<file path="src/rtl/sram_arbiter.sv">
// Two-port arbiter and cycle sequencer for an external 8-bit asynchronous SRAM.
// Serialises core (port 0) and secondary-master (port 1) accesses into SETUP/ACCESS/HOLD phases.
module sram_arbiter #(
    parameter int AW           = 21,
    parameter int RD_WAIT      = 2,
    parameter int WR_WAIT      = 2,
    parameter int STARVE_LIMIT = 4
) (
    input  logic          sysclk,
    input  logic          reset_n,
    input  logic          p0_req,
    input  logic          p0_we,
    input  logic [AW-1:0] p0_addr,
    input  logic [7:0]    p0_wdata,
    output logic          p0_ack,
    output logic [7:0]    p0_rdata,
    input  logic          p1_req,
    input  logic          p1_we,
    input  logic [AW-1:0] p1_addr,
    input  logic [7:0]    p1_wdata,
    output logic          p1_ack,
    output logic [7:0]    p1_rdata,
    output logic [AW-1:0] sram_addr,
    output logic [7:0]    sram_dout,
    output logic          sram_doe,
    input  logic [7:0]    sram_din,
    output logic          sram_we_n,
    output logic          busy,
    output logic          owner
);

    localparam int MAXW = (RD_WAIT > WR_WAIT) ? RD_WAIT : WR_WAIT;
    localparam int CW   = $clog2(MAXW + 1);
    localparam int SW   = $clog2(STARVE_LIMIT + 1);

    typedef enum logic [1:0] {S_IDLE, S_SETUP, S_ACCESS, S_HOLD} state_t;

    state_t        state_q, state_d;
    logic [CW-1:0] wait_q, wait_d;
    logic [SW-1:0] starve_q, starve_d;
    logic          owner_q, owner_d;
    logic          we_q, we_d;
    logic          doe_q, doe_d;
    logic [AW-1:0] addr_q, addr_d;
    logic [7:0]    wdata_q, wdata_d;
    logic [7:0]    rdata0_q, rdata0_d;
    logic [7:0]    rdata1_q, rdata1_d;

    logic any_req, grant1, last_access;

    // Port 1 wins when alone, or when port 0 has used up its consecutive-grant allowance.
    assign any_req     = p0_req | p1_req;
    assign grant1      = p1_req & (~p0_req | (starve_q == SW'(STARVE_LIMIT)));
    assign last_access = (wait_q == (we_q ? CW'(WR_WAIT - 1) : CW'(RD_WAIT - 1)));

    always_ff @(posedge sysclk or negedge reset_n) begin
        if (!reset_n) begin
            state_q  <= S_IDLE;
            wait_q   <= '0;
            starve_q <= '0;
            owner_q  <= 1'b0;
            we_q     <= 1'b0;
            doe_q    <= 1'b0;
            addr_q   <= '0;
            wdata_q  <= '0;
            rdata0_q <= '0;
            rdata1_q <= '0;
        end else begin
            state_q  <= state_d;
            wait_q   <= wait_d;
            starve_q <= starve_d;
            owner_q  <= owner_d;
            we_q     <= we_d;
            doe_q    <= doe_d;
            addr_q   <= addr_d;
            wdata_q  <= wdata_d;
            rdata0_q <= rdata0_d;
            rdata1_q <= rdata1_d;
        end
    end

    always_comb begin
        state_d = state_q;
        case (state_q)
            S_IDLE:   if (any_req) state_d = S_SETUP;
            S_SETUP:  state_d = S_ACCESS;
            S_ACCESS: if (last_access) state_d = S_HOLD;
            S_HOLD:   state_d = S_IDLE;
            default:  state_d = S_IDLE;
        endcase
    end

    always_comb begin
        wait_d   = wait_q;
        starve_d = starve_q;
        owner_d  = owner_q;
        we_d     = we_q;
        doe_d    = doe_q;
        addr_d   = addr_q;
        wdata_d  = wdata_q;
        rdata0_d = rdata0_q;
        rdata1_d = rdata1_q;
        case (state_q)
            S_IDLE: begin
                wait_d = '0;
                // A port-0 grant while port 1 waits is the only case that counts toward starvation.
                if (!p1_req || grant1)
                    starve_d = '0;
                else if (starve_q != SW'(STARVE_LIMIT))
                    starve_d = starve_q + 1'b1;
                if (any_req) begin
                    owner_d = grant1;
                    we_d    = grant1 ? p1_we    : p0_we;
                    addr_d  = grant1 ? p1_addr  : p0_addr;
                    wdata_d = grant1 ? p1_wdata : p0_wdata;
                    doe_d   = grant1 ? p1_we    : p0_we;
                end
            end
            S_ACCESS: begin
                wait_d = wait_q + 1'b1;
                if (last_access && !we_q) begin
                    if (owner_q) rdata1_d = sram_din;
                    else         rdata0_d = sram_din;
                end
            end
            S_HOLD:  doe_d = 1'b0;
            default: ;
        endcase
    end

    always_comb begin
        sram_we_n = ~((state_q == S_ACCESS) & we_q);
        busy      = (state_q != S_IDLE);
        p0_ack    = (state_q == S_HOLD) & ~owner_q;
        p1_ack    = (state_q == S_HOLD) & owner_q;
    end

    assign sram_addr = addr_q;
    assign sram_dout = wdata_q;
    assign sram_doe  = doe_q;
    assign owner     = owner_q;
    assign p0_rdata  = rdata0_q;
    assign p1_rdata  = rdata1_q;

endmodule

</file>
<file path="config.mk">
export PLATFORM = sky130hd
export DESIGN_NAME = sram_arbiter
export DESIGN_NICKNAME = d
export VERILOG_FILES = /design/src/rtl/sram_arbiter.sv
export SDC_FILE = /design/constraint.sdc
export NUM_CORES = 1
export LEC_CHECK = 0
export CAP_MARGIN = 20
export CORE_AREA = 10 10 65 120
export CTS_BUF_LIST = sky130_fd_sc_hd__clkbuf_2
export CTS_CLUSTER_DIAMETER = 150
export DETAILED_ROUTE_END_ITERATION = 6
export DIE_AREA = 0 0 75 130
export GPL_ROUTABILITY_DRIVEN = 1
export PLACE_DENSITY = 0.95
export SYNTH_ARGS = -nofsm -noshare
export SYNTH_HDL_FRONTEND = slang
export SYNTH_SLANG_ARGS = --single-unit
</file>
<file path="constraint.sdc">
create_clock -name sysclk -period 3.08 [get_ports sysclk]
set_input_delay 0.308 -clock sysclk [delete_from_list [all_inputs] [get_ports sysclk]]
set_output_delay 0.308 -clock sysclk [all_outputs]
set_load 0.01 [all_outputs]
</file>
Word level (Yosys, flattened, before mapping)
Cells that the tools add are included.
- add/subtract/negate cells: 2
- equal/unequal tests: 8
- muxes and demuxes: 11
- bitwise logic cells: 9
- reductions and logical operators: 15
- operators by type and width (kind ; count):
    21-bit two-way mux ; 1
    8-bit two-way mux ; 1
    2-bit one-hot mux with 4 select lines ; 1
    2-bit AND reduction ; 4
    2-bit nonzero test ; 4
    3-bit two-way mux ; 2
    3-bit AND reduction ; 2
    1-bit bitwise AND ; 4
    2-bit by 1-bit == test with 1-bit output (second input constant) ; 2
    2-bit == test (second input constant) ; 2
    2-bit two-way mux ; 2
    2-bit inequality test (second input constant) ; 2
    2-bit one-hot mux with 2 select lines ; 1
    3-bit by 1-bit adder with 3-bit output (second input constant) ; 1
    3-bit == test (second input constant) ; 1
    3-bit inequality test (second input constant) ; 1
    1-bit inverter ; 3
    2-bit by 1-bit adder with 2-bit output (second input constant) ; 1
    1-bit zero test ; 2
    2-bit zero test ; 1
    1-bit two-way mux ; 2
    1-bit bitwise OR ; 2
    1-bit one-hot mux with 2 select lines ; 1
    1-bit logical AND ; 1
    1-bit logical OR ; 1
- register bits: 55
- bits of input ports: 72
- word-level logic and storage cells: 55

Depth between registers and ports, before layout
Gate-level depths: netlist (run 1).
- word-level depth: 6
- mapped depth: 6
- gate-level depth less buffers: 5

Least setup slack after synthesis (run 1)
No wires, ideal clock.
- path type: register to register
- start: reg state_q[0]
- end: reg rdata0_q[0], in the netlist p0_rdata[0]
- library setup time: 125 ps
- arrival time: 1573 ps
- data required time: 2955 ps
- slack: 1382 ps
- stages on the path, launching flop included: 6
- period minus slack after synthesis: 1698 ps
- cells stage by stage: dfrtp_1 inv_1 ha_1 inv_2 nor4b_4 mux2_2
- cells in the longest elaborated chain, start to end: 2
- ends and longest elaborated chain (what ; line ; source):
    from (decl) ; 38 ; state_t state_q, state_d;
    from (signal assigned) ; 69 ; state_q <= state_d;
    2-bit == test ; 103 ; case (state_q)
    3-bit AND reduction (no source line) ; - ;
    to (signal assigned) ; 77 ; rdata0_q <= rdata0_d;
    to (decl) ; 46 ; logic [7:0] rdata0_q, rdata0_d;
No other way between the ends.
A chain may end at the register's enable or synchronous reset.

Worst setup path in the final report (run 1)
- start: reg state_q[0]
- end: out busy
- cells in the longest elaborated chain, start to end: 1
- ends and longest elaborated chain (what ; line ; source):
    2-bit nonzero test ; 133 ; busy = (state_q != S_IDLE);
    to (decl) ; 28 ; output logic busy,
No other way between the ends.

==> impl_results.md, run 1 <==
* Drc violations at 0
* Total gr overflow at 0
* Cell variety after synth at 33
* DRT Pass-1 Iters at 6
* Synthesized area per cell at 10.2 sq um
* Share of cells above drive strength 1 at 10.5%
* Max-Slew Margin vs Limit at 55.9%
* Worst-path clk slew at 310 ps
* Post-Syn Instances at 254
* Most frequent cells in the layout: 121 x clkdlybuf4s50_1, 60 x nand2_1, 55 x dfrtp_1
* Worst-case clock buffer depth at 2
* Max Freq at 412 MHz
* Area grow syn2layout at 52.3%
* Final Skew at 26.9 ps
* Vias in the first global route at 2589
* R2R setup slack at 890 ps
* Hpwl dp at 6640 um
* Final antenna-violating net count at 0
* Total track usage at 17.4%
* Count of final max-slew check failures at 0
* Die area at 9750 sq um
* Most area-hungry cell type in the Yosys netlist: dfrtp_1
* Die height at 130 um
* Std-Cell Rows at 40
* Core area at 5960 sq um
* Final setup violation count at 0
* Critical path launch point type: flop
* MaxCap Viol Count at 0
* Iteration-0 DRC Markers at 214
* Final worst path period share at 78.9%
* Syn_nets at 332
* WP data required at 2770 ps
* Maximum level of the CTS H-tree at 2
* P_leak at 0.00161 uW
* Via count at 2502
* Die W at 75 um
* Placed Area at 3880 sq um
* Input/output buffers at 122
* Largest net degree at the start of global routing at 34
* Final Hold Viols at 0
* Via density per instance at 5.73
* Largest cells by area after synthesis: dfrtp_1 53%, nand2_1 8.7%, o211ai_1 8.4%
* Min Clock Period, post-route at 2430 ps
* Synth top area share at 53.1%
* Post-Syn Area at 2590 sq um
* Clk sinks at 55
* Worst skew pair latency at 480 ps
* Final instance area at 3950 sq um
* Unrepaired setup endpoints after global routing: false
* Clock buffer count from CTS at 5
* Yosys warning total at 0
* Run status: completed
* Setup TNS at 0 ps
* Num ports at 123
* # nets final at 450
* Root buffer cell: clkbuf_2
* WL per Instance at 19.3 um
* Worst vdd ir at 444 uV
* Placer congestion estimate at 0.780
* Sequential-to-total area share from yosys stat at 53.1%
* Routed wire length at 8460 um
* Data arrival, critical path at 2120 ps
* PwrDens at 874 nW/um^2
* First-pass GRT wire length at 13100 um
* Worst-margin pin slew at 662 ps
* CTS tree: yes
* Largest fanout on the critical path at 16
* Initial antenna violation count at 1
* Register bit count reported by yosys at 55
* Crit Path Class: flop to output pin
* Starting density of the core at 43.6%
* Hold crit path type: input pin to async pin
* CP endpoint kind: output pin
* Most common cell after layout, fill and taps aside: clkdlybuf4s50_1
[state kept, by name, summed over array words and instances, names as in the netlist]
register / count
sram_dout: 8
owner: 1
state_q: 2
wait_q: 2
p1_rdata: 8
sram_addr: 21
we_q: 1
starve_q: 3
p0_rdata: 8
sram_doe: 1
[report_power, final]
part           leakage (uW)  internal [uW]  switching, uW
clock             0.0000351           66.0            248
combinational      0.000896           1000            871
sequential         0.000676           1060            204
total               0.00161           2130           1320
[worst max-delay path, cell delays in order, from the launching register on]
cell and delay [ps]:
dfrtp_1 450, inv_1 70, ha_1 220, buf_4 200, inv_1 120, clkdlybuf4s50_1 570
[what timing repair did]
| action | CTS | global route |
|---|---|---|
| hold buffers | 1 | 0 |
| setup endpoints to repair | 0 | 0 |
| gates resized for setup | 0 | 0 |
| buffers inserted | 0 | 0 |
| hold endpoints to repair | 22 | 0 |
[cells in the mapped netlist]
cell / n
and2_1: 1
clkbuf_1: 16
nand2_1: 60
nor4b_4: 1
nand2b_1: 2
buf_1: 2
nand4_1: 30
o31ai_1: 1
a21boi_0: 1
a31oi_1: 1
inv_1: 7
o211ai_1: 29
nor2_1: 2
mux2i_1: 1
mux2_2: 17
a22oi_1: 1
nor2b_1: 1
o22ai_1: 1
a21bo_2: 1
nand4b_1: 1
buf_2: 2
a21oi_1: 1
inv_2: 1
ha_1: 6
o2bb2ai_1: 1
o32a_1: 1
a22o_1: 1
nand3_1: 2
o311ai_0: 1
dfrtp_1: 55
o22a_1: 1
o21a_1: 1
o21ai_0: 5
[metrics by stage]
stage	std cells	util, %	power [uW]	setup slack [ps]	hold WS [ps]
finish	437	66.3	3450	650	287
global placement	426	65.0	3100	678	307
CTS	436	66.3	3500	595	272
floorplan	254	-	2150	1380	12.4
global route	437	66.3	3700	500	290
detailed placement	427	65.2	3180	874	310
[layout make-up]
class / count / area, sq um
Clock buffer: 5 / 25.0
Multi-Input combinational cell: 171 / 1120
Sequential cell: 55 / 1380
Antenna cell: 1 / 2.50
Fill cell: 473 / 2000
Tap cell: 63 / 78.8
Clock inverter: 3 / 28.8
Timing Repair Buffer: 131 / 1290
Inverter: 8 / 30.0
[worst paths after layout]
kind	startpoint	end	cells after the start
setup / recovery	state_q[0]	busy	5
hold / removal	reset_n	sram_addr[10]	2
setup reg to reg	state_q[0]	sram_addr[16]	7
hold reg to reg	wait_q[0]	wait_q[0]	1
max in group asynchronous	reset_n	sram_dout[0]	3
min in group sysclk	p0_addr[6]	sram_addr[6]	3
[logic make-up after synthesis]
family / after synthesis / synth area share [%]
buffers and inverters: 28 / 4.15
multiplexers: 18 / 7.77
flip-flops: 55 / 53.1
adder cells (fa/ha/maj): 6 / 2.89
AO/OA/AOI/OAI: 47 / 13.3
AND/OR/NAND/NOR: 100 / 18.8
[layer usage]
metal / wire (um) / share of wire (%) / track usage (%) / vias up
met2: 4770 / 56 / 31.9 / 110
met1: 2880 / 34 / 17.7 / 1212
li1: - / - / - / 1155
met5: 0 / 0 / 0 / -
met3: 434 / 5.1 / 3.50 / 25
met4: 374 / 4.4 / 8.74 / 0
(Power assumes the default switching activity.)
==> run 2: changes to the inputs <==
- CORE_AREA: 10 10 65 120 -> 10 10 70 130
- DIE_AREA: 0 0 75 130 -> 0 0 80 140
- PLACE_DENSITY: 0.95 -> 0.87
- clock period: 3.08 -> 2.1 ns (I/O delays scaled with it)
==> run 2 against run 1 <==
Against the previous run:
- total power grew 55%
- combinational power grew 50%
- worst setup slack got worse by 530 ps
- global-route usage fell by 1.9 points
- largest power group unchanged
- non-clock buffer count up 6
- hold slack got worse by 76 ps
- sequential share of layout area is 1.3 points lower
- clock power increased by 110%
- register-to-register slack got worse by 660 ps
- die area is 15% higher
==> impl_results.md, run 2 (synthesis results as in run 1) <==
* Most frequent cells in the layout: 119 x clkdlybuf4s50_1, 60 x nand2_1, 55 x dfrtp_1
* Std-Cell Rows at 43
* # nets final at 456
* Met1 usage at 14.9%
* Via count at 2454
* Crit Path Class: flop to output pin
* WP data required at 1890 ps
* Final instance area at 4100 sq um
* Busiest grt layer: met2
* Via density per instance at 5.22
* Clk sinks at 55
* Initial antenna violation count at 1
* WL per Instance at 18.6 um
* Worst-case clock buffer depth at 2
* Clock buffer count from CTS at 5
* Iteration-0 DRC Markers at 189
* MaxCap Viol Count at 0
* PwrDens at 1300 nW/um^2
* Final setup violation count at 0
* Critical R2R Launch: starve_q[0]
* Setup TNS at 0 ps
* Placed insts at 459
* First-pass GRT wire length at 13600 um
* Share of cells above drive strength 1 at 12.1%
* Worst vdd ir at 718 uV
* Final antenna-violating net count at 0
* Final Hold Viols at 0
* CTS tree: yes
* Final Power at 5340 uW
* Max-Slew Margin vs Limit at 52.5%
* Die W at 80 um
* Placed Area at 3990 sq um
* R2R setup slack at 230 ps
* Die height at 140 um
* M3 GR Usage at 3.08%
* Total track usage at 15.5%
* Maximum level of the CTS H-tree at 2
* Final Skew at 16.4 ps
* Min Clock Period, post-route at 1980 ps
* Worst-margin pin slew at 711 ps
* CP endpoint kind: output pin
* Met2 Track Usage GR at 28.1%
* Placer congestion estimate at 0.796
* Largest register FFs at 21
* Area grow syn2layout at 58.1%
* Total gr overflow at 0
* Drc violations at 0
* Final worst path period share at 94.1%
* Largest fanout on the critical path at 4
* Max Freq at 506 MHz
* Root buffer cell: clkbuf_2
* Worst skew pair latency at 470 ps
* Hold crit path type: input pin to async pin
* Reg2Reg Capture Point: sram_dout[1]
* Input/output buffers at 122
* P_leak at 0.00167 uW
* Hold WS at 211 ps
* Worst-path clk slew at 270 ps
* Starting density of the core at 37.1%
* DRT Pass-1 Iters at 4
* Run status: completed
* Vias in the first global route at 2630
* Die area at 11200 sq um
* Hpwl dp at 6840 um
* Largest net degree at the start of global routing at 35
* Routed wire length at 8740 um
* Count of final max-slew check failures at 0
* Num ports at 123
* Core area at 6990 sq um
* CP endpoint: p0_ack
* Critical path launch point type: flop
* Final std cells w/o fill at 470
* Most common cell after layout, fill and taps aside: clkdlybuf4s50_1
* Reg2reg path depth at 6
* Worst Setup SP: state_q[0]
* Data arrival, critical path at 1770 ps
run 2: changes by cell type in the layout (fill, tap and decap cells not counted), sizes merged:
cell | before | now
inv | 9 | 8
clkdlybuf4s50 | 121 | 119
clkinv | 2 | 0
buf | 9 | 15
dlygate4sd2 | 0 | 1
clkbuf | 5 | 6
dlymetal6s2s | 0 | 1
bufinv | 0 | 2
run 2: power breakdown:
group          switching, uW  internal (uW)
Sequential               304           1560
Clock                    341            325
Combinational           1280           1530
Total                   1930           3410
run 2: timing repair:
| item | 4_1_cts | 5_1_grt |
|---|---|---|
| gates resized for setup | 1 | 2 |
| endpoints found under the hold margin | 21 | 0 |
| pin swaps | 0 | 0 |
| buffers inserted | 0 | 1 |
| hold buffers | 1 | 0 |
| setup endpoints to repair | 1 | 3 |
run 2: per-layer routing:
| metal | vias up | wire length [um] |
|---|---|---|
| li1 | 1161 | - |
| met1 | 1176 | 2990 |
| met2 | 94 | 4870 |
| met3 | 23 | 449 |
| met4 | 0 | 425 |
| met5 | - | 0 |
run 2: area by class of cell:
class	count	area, sq um
Sequential cell	55	1380
Multi-Input combinational cell	171	1120
Antenna cell	1	2.50
Timing Repair Buffer	137	1370
Clock inverter	2	60.1
Fill cell	600	2890
Tap cell	90	113
Clock buffer	6	30.0
Inverter	8	30.0
run 2: critical path, stage by stage, from the launching register on:
cell and delay, ps:
dfrtp_1 430, ha_2 210, nor2b_1 130, clkdlybuf4s50_1 540
run 2: worst min-delay path by stage:
stage / start / endpoint / slack [ps]
finish: reset_n / sram_addr[15] / 210
global route: reset_n / sram_dout[1] / 230
CTS: reset_n / sram_dout[1] / 210
detailed placement: reset_n / sram_addr[15] / 230
global placement: reset_n / sram_addr[15] / 230
floorplan: reset_n / owner / -90
run 2: stage by stage:
step           util (%)  setup slack [ps]
3_3_place_gp       57.0               257
6_report           58.6               123
4_1_cts            58.4              32.3
3_5_place_dp       57.0               206
2_1_floorplan         -               402
5_1_grt            58.6             -1.39
==> run 3: changes to the inputs <==
- SKIP_CTS_REPAIR_TIMING: unset -> 1
==> run 3 against run 2 <==
Against the previous run:
- via count up 0.16%
- register-to-register slack got worse by 20 ps
- combinational power is essentially flat
- first-iteration DRC count down 5.3%
- die area unchanged
- worst setup slack gained 6.7 ps
- cell count shrank 0.21%
- count of clock-buffer cells in the layout did not move
- core utilization grew 0.089 points
- design area grew 0.15%
- largest cell class unchanged
- largest power group unchanged
==> impl_results.md, run 3 (synthesis results as in run 1) <==
* Worst vdd ir at 715 uV
* Std-Cell Rows at 43
* Final setup violation count at 0
* Maximum level of the CTS H-tree at 2
* CP endpoint kind: output pin
* Iteration-0 DRC Markers at 179
* Initial antenna violation count at 1
* Count of final max-slew check failures at 0
* Data arrival, critical path at 1760 ps
* Worst-case clock buffer depth at 2
* Critical path launch point type: flop
* Placed Area at 3990 sq um
* Final antenna-violating net count at 0
* Finished Core Util at 58.7%
* Most frequent cells in the layout: 119 x clkdlybuf4s50_1, 60 x nand2_1, 55 x dfrtp_1
* Clock buffer count from CTS at 5
* MaxCap Viol Count at 0
* Run status: completed
* Input/output buffers at 122
* Clk sinks at 55
* Min Clock Period, post-route at 1970 ps
* CTS tree: yes
* Max Freq at 508 MHz
* First-pass GRT wire length at 13500 um
* Largest register FFs at 21
* WL per Instance at 18.6 um
* Hold crit path type: input pin to async pin
* Total gr overflow at 0
* Routed wire length at 8710 um
* Most common cell after layout, fill and taps aside: clkdlybuf4s50_1
* Share of cells above drive strength 1 at 11.9%
* Max-Slew Margin vs Limit at 52.5%
* Placer congestion estimate at 0.796
* Crit Path Class: flop to output pin
* PwrDens at 1300 nW/um^2
* R2R setup slack at 210 ps
* Via count at 2458
* Final instance area at 4110 sq um
* P_leak at 0.00167 uW
* Die W at 80 um
* # nets final at 455
* Largest net degree at the start of global routing at 35
* DRT Pass-1 Iters at 7
* Final Hold Viols at 0
* Hold WS at 195 ps
* Core area at 6990 sq um
* Starting density of the core at 37.1%
* Root buffer cell: clkbuf_2
* Unrepaired setup endpoints after global routing: false
* Die height at 140 um
* Worst skew pair latency at 480 ps
* WP data required at 1890 ps
* Worst-path clk slew at 280 ps
* Total track usage at 15.5%
* Die area at 11200 sq um
* Drc violations at 0
* Hpwl dp at 6840 um
* Area grow syn2layout at 58.3%
* Fillers at 601
* Largest fanout on the critical path at 4
* Num ports at 123
* Final worst path period share at 93.8%
* Reg2reg path depth at 6
* Worst-margin pin slew at 712 ps
* Vias in the first global route at 2624
* Final Power at 5340 uW
* Setup TNS at 0 ps
* Via density per instance at 5.24
* Final Skew at 21.4 ps
[run 3: worst paths after layout]
path	from	to
max in group asynchronous	reset_n	sram_addr[10]
hold reg to reg	wait_q[0]	wait_q[0]
setup reg to reg	starve_q[0]	sram_dout[1]
hold / removal	reset_n	sram_addr[15]
setup / recovery	state_q[1]	p0_ack
min in group sysclk	p0_addr[4]	sram_addr[4]
[run 3: metal layers]
layer,track usage [%],share of wire [%]
met4,10.3,5.2
met5,0,0
met2,28.0,56
met1,14.9,33
met3,3.08,5.5
[run 3: stage by stage]
stage	instances	worst slack (ps)
finish	469	130
detailed placement	459	206
CTS	467	-17.4
global route	469	8.66
global placement	459	257
floorplan	254	402
[run 3: report_power, final]
group | switching (uW) | leakage, uW | internal, uW
Sequential | 315 | 0.000676 | 1560
Combinational | 1270 | 0.000940 | 1530
Clock | 344 | 0.0000532 | 325
Total | 1930 | 0.00167 | 3410
[run 3: final cells by class]
cell class,count,area [sq um],share of cell area [%]
tap,90,113,2.74
clock inverter,2,60.1,1.46
multi-input combinational,171,1130,27.5
sequential,55,1380,33.5
timing repair buffer,136,1370,33.3
clock buffer,6,30.0,0.731
inverter,8,30.0,0.731
antenna,1,2.50,0.0609
[run 3: worst max-delay path: stages (launching register included)]
cell             delay, ps
dfrtp_1                480
ha_4                   160
nor2b_1                120
clkdlybuf4s50_1        540
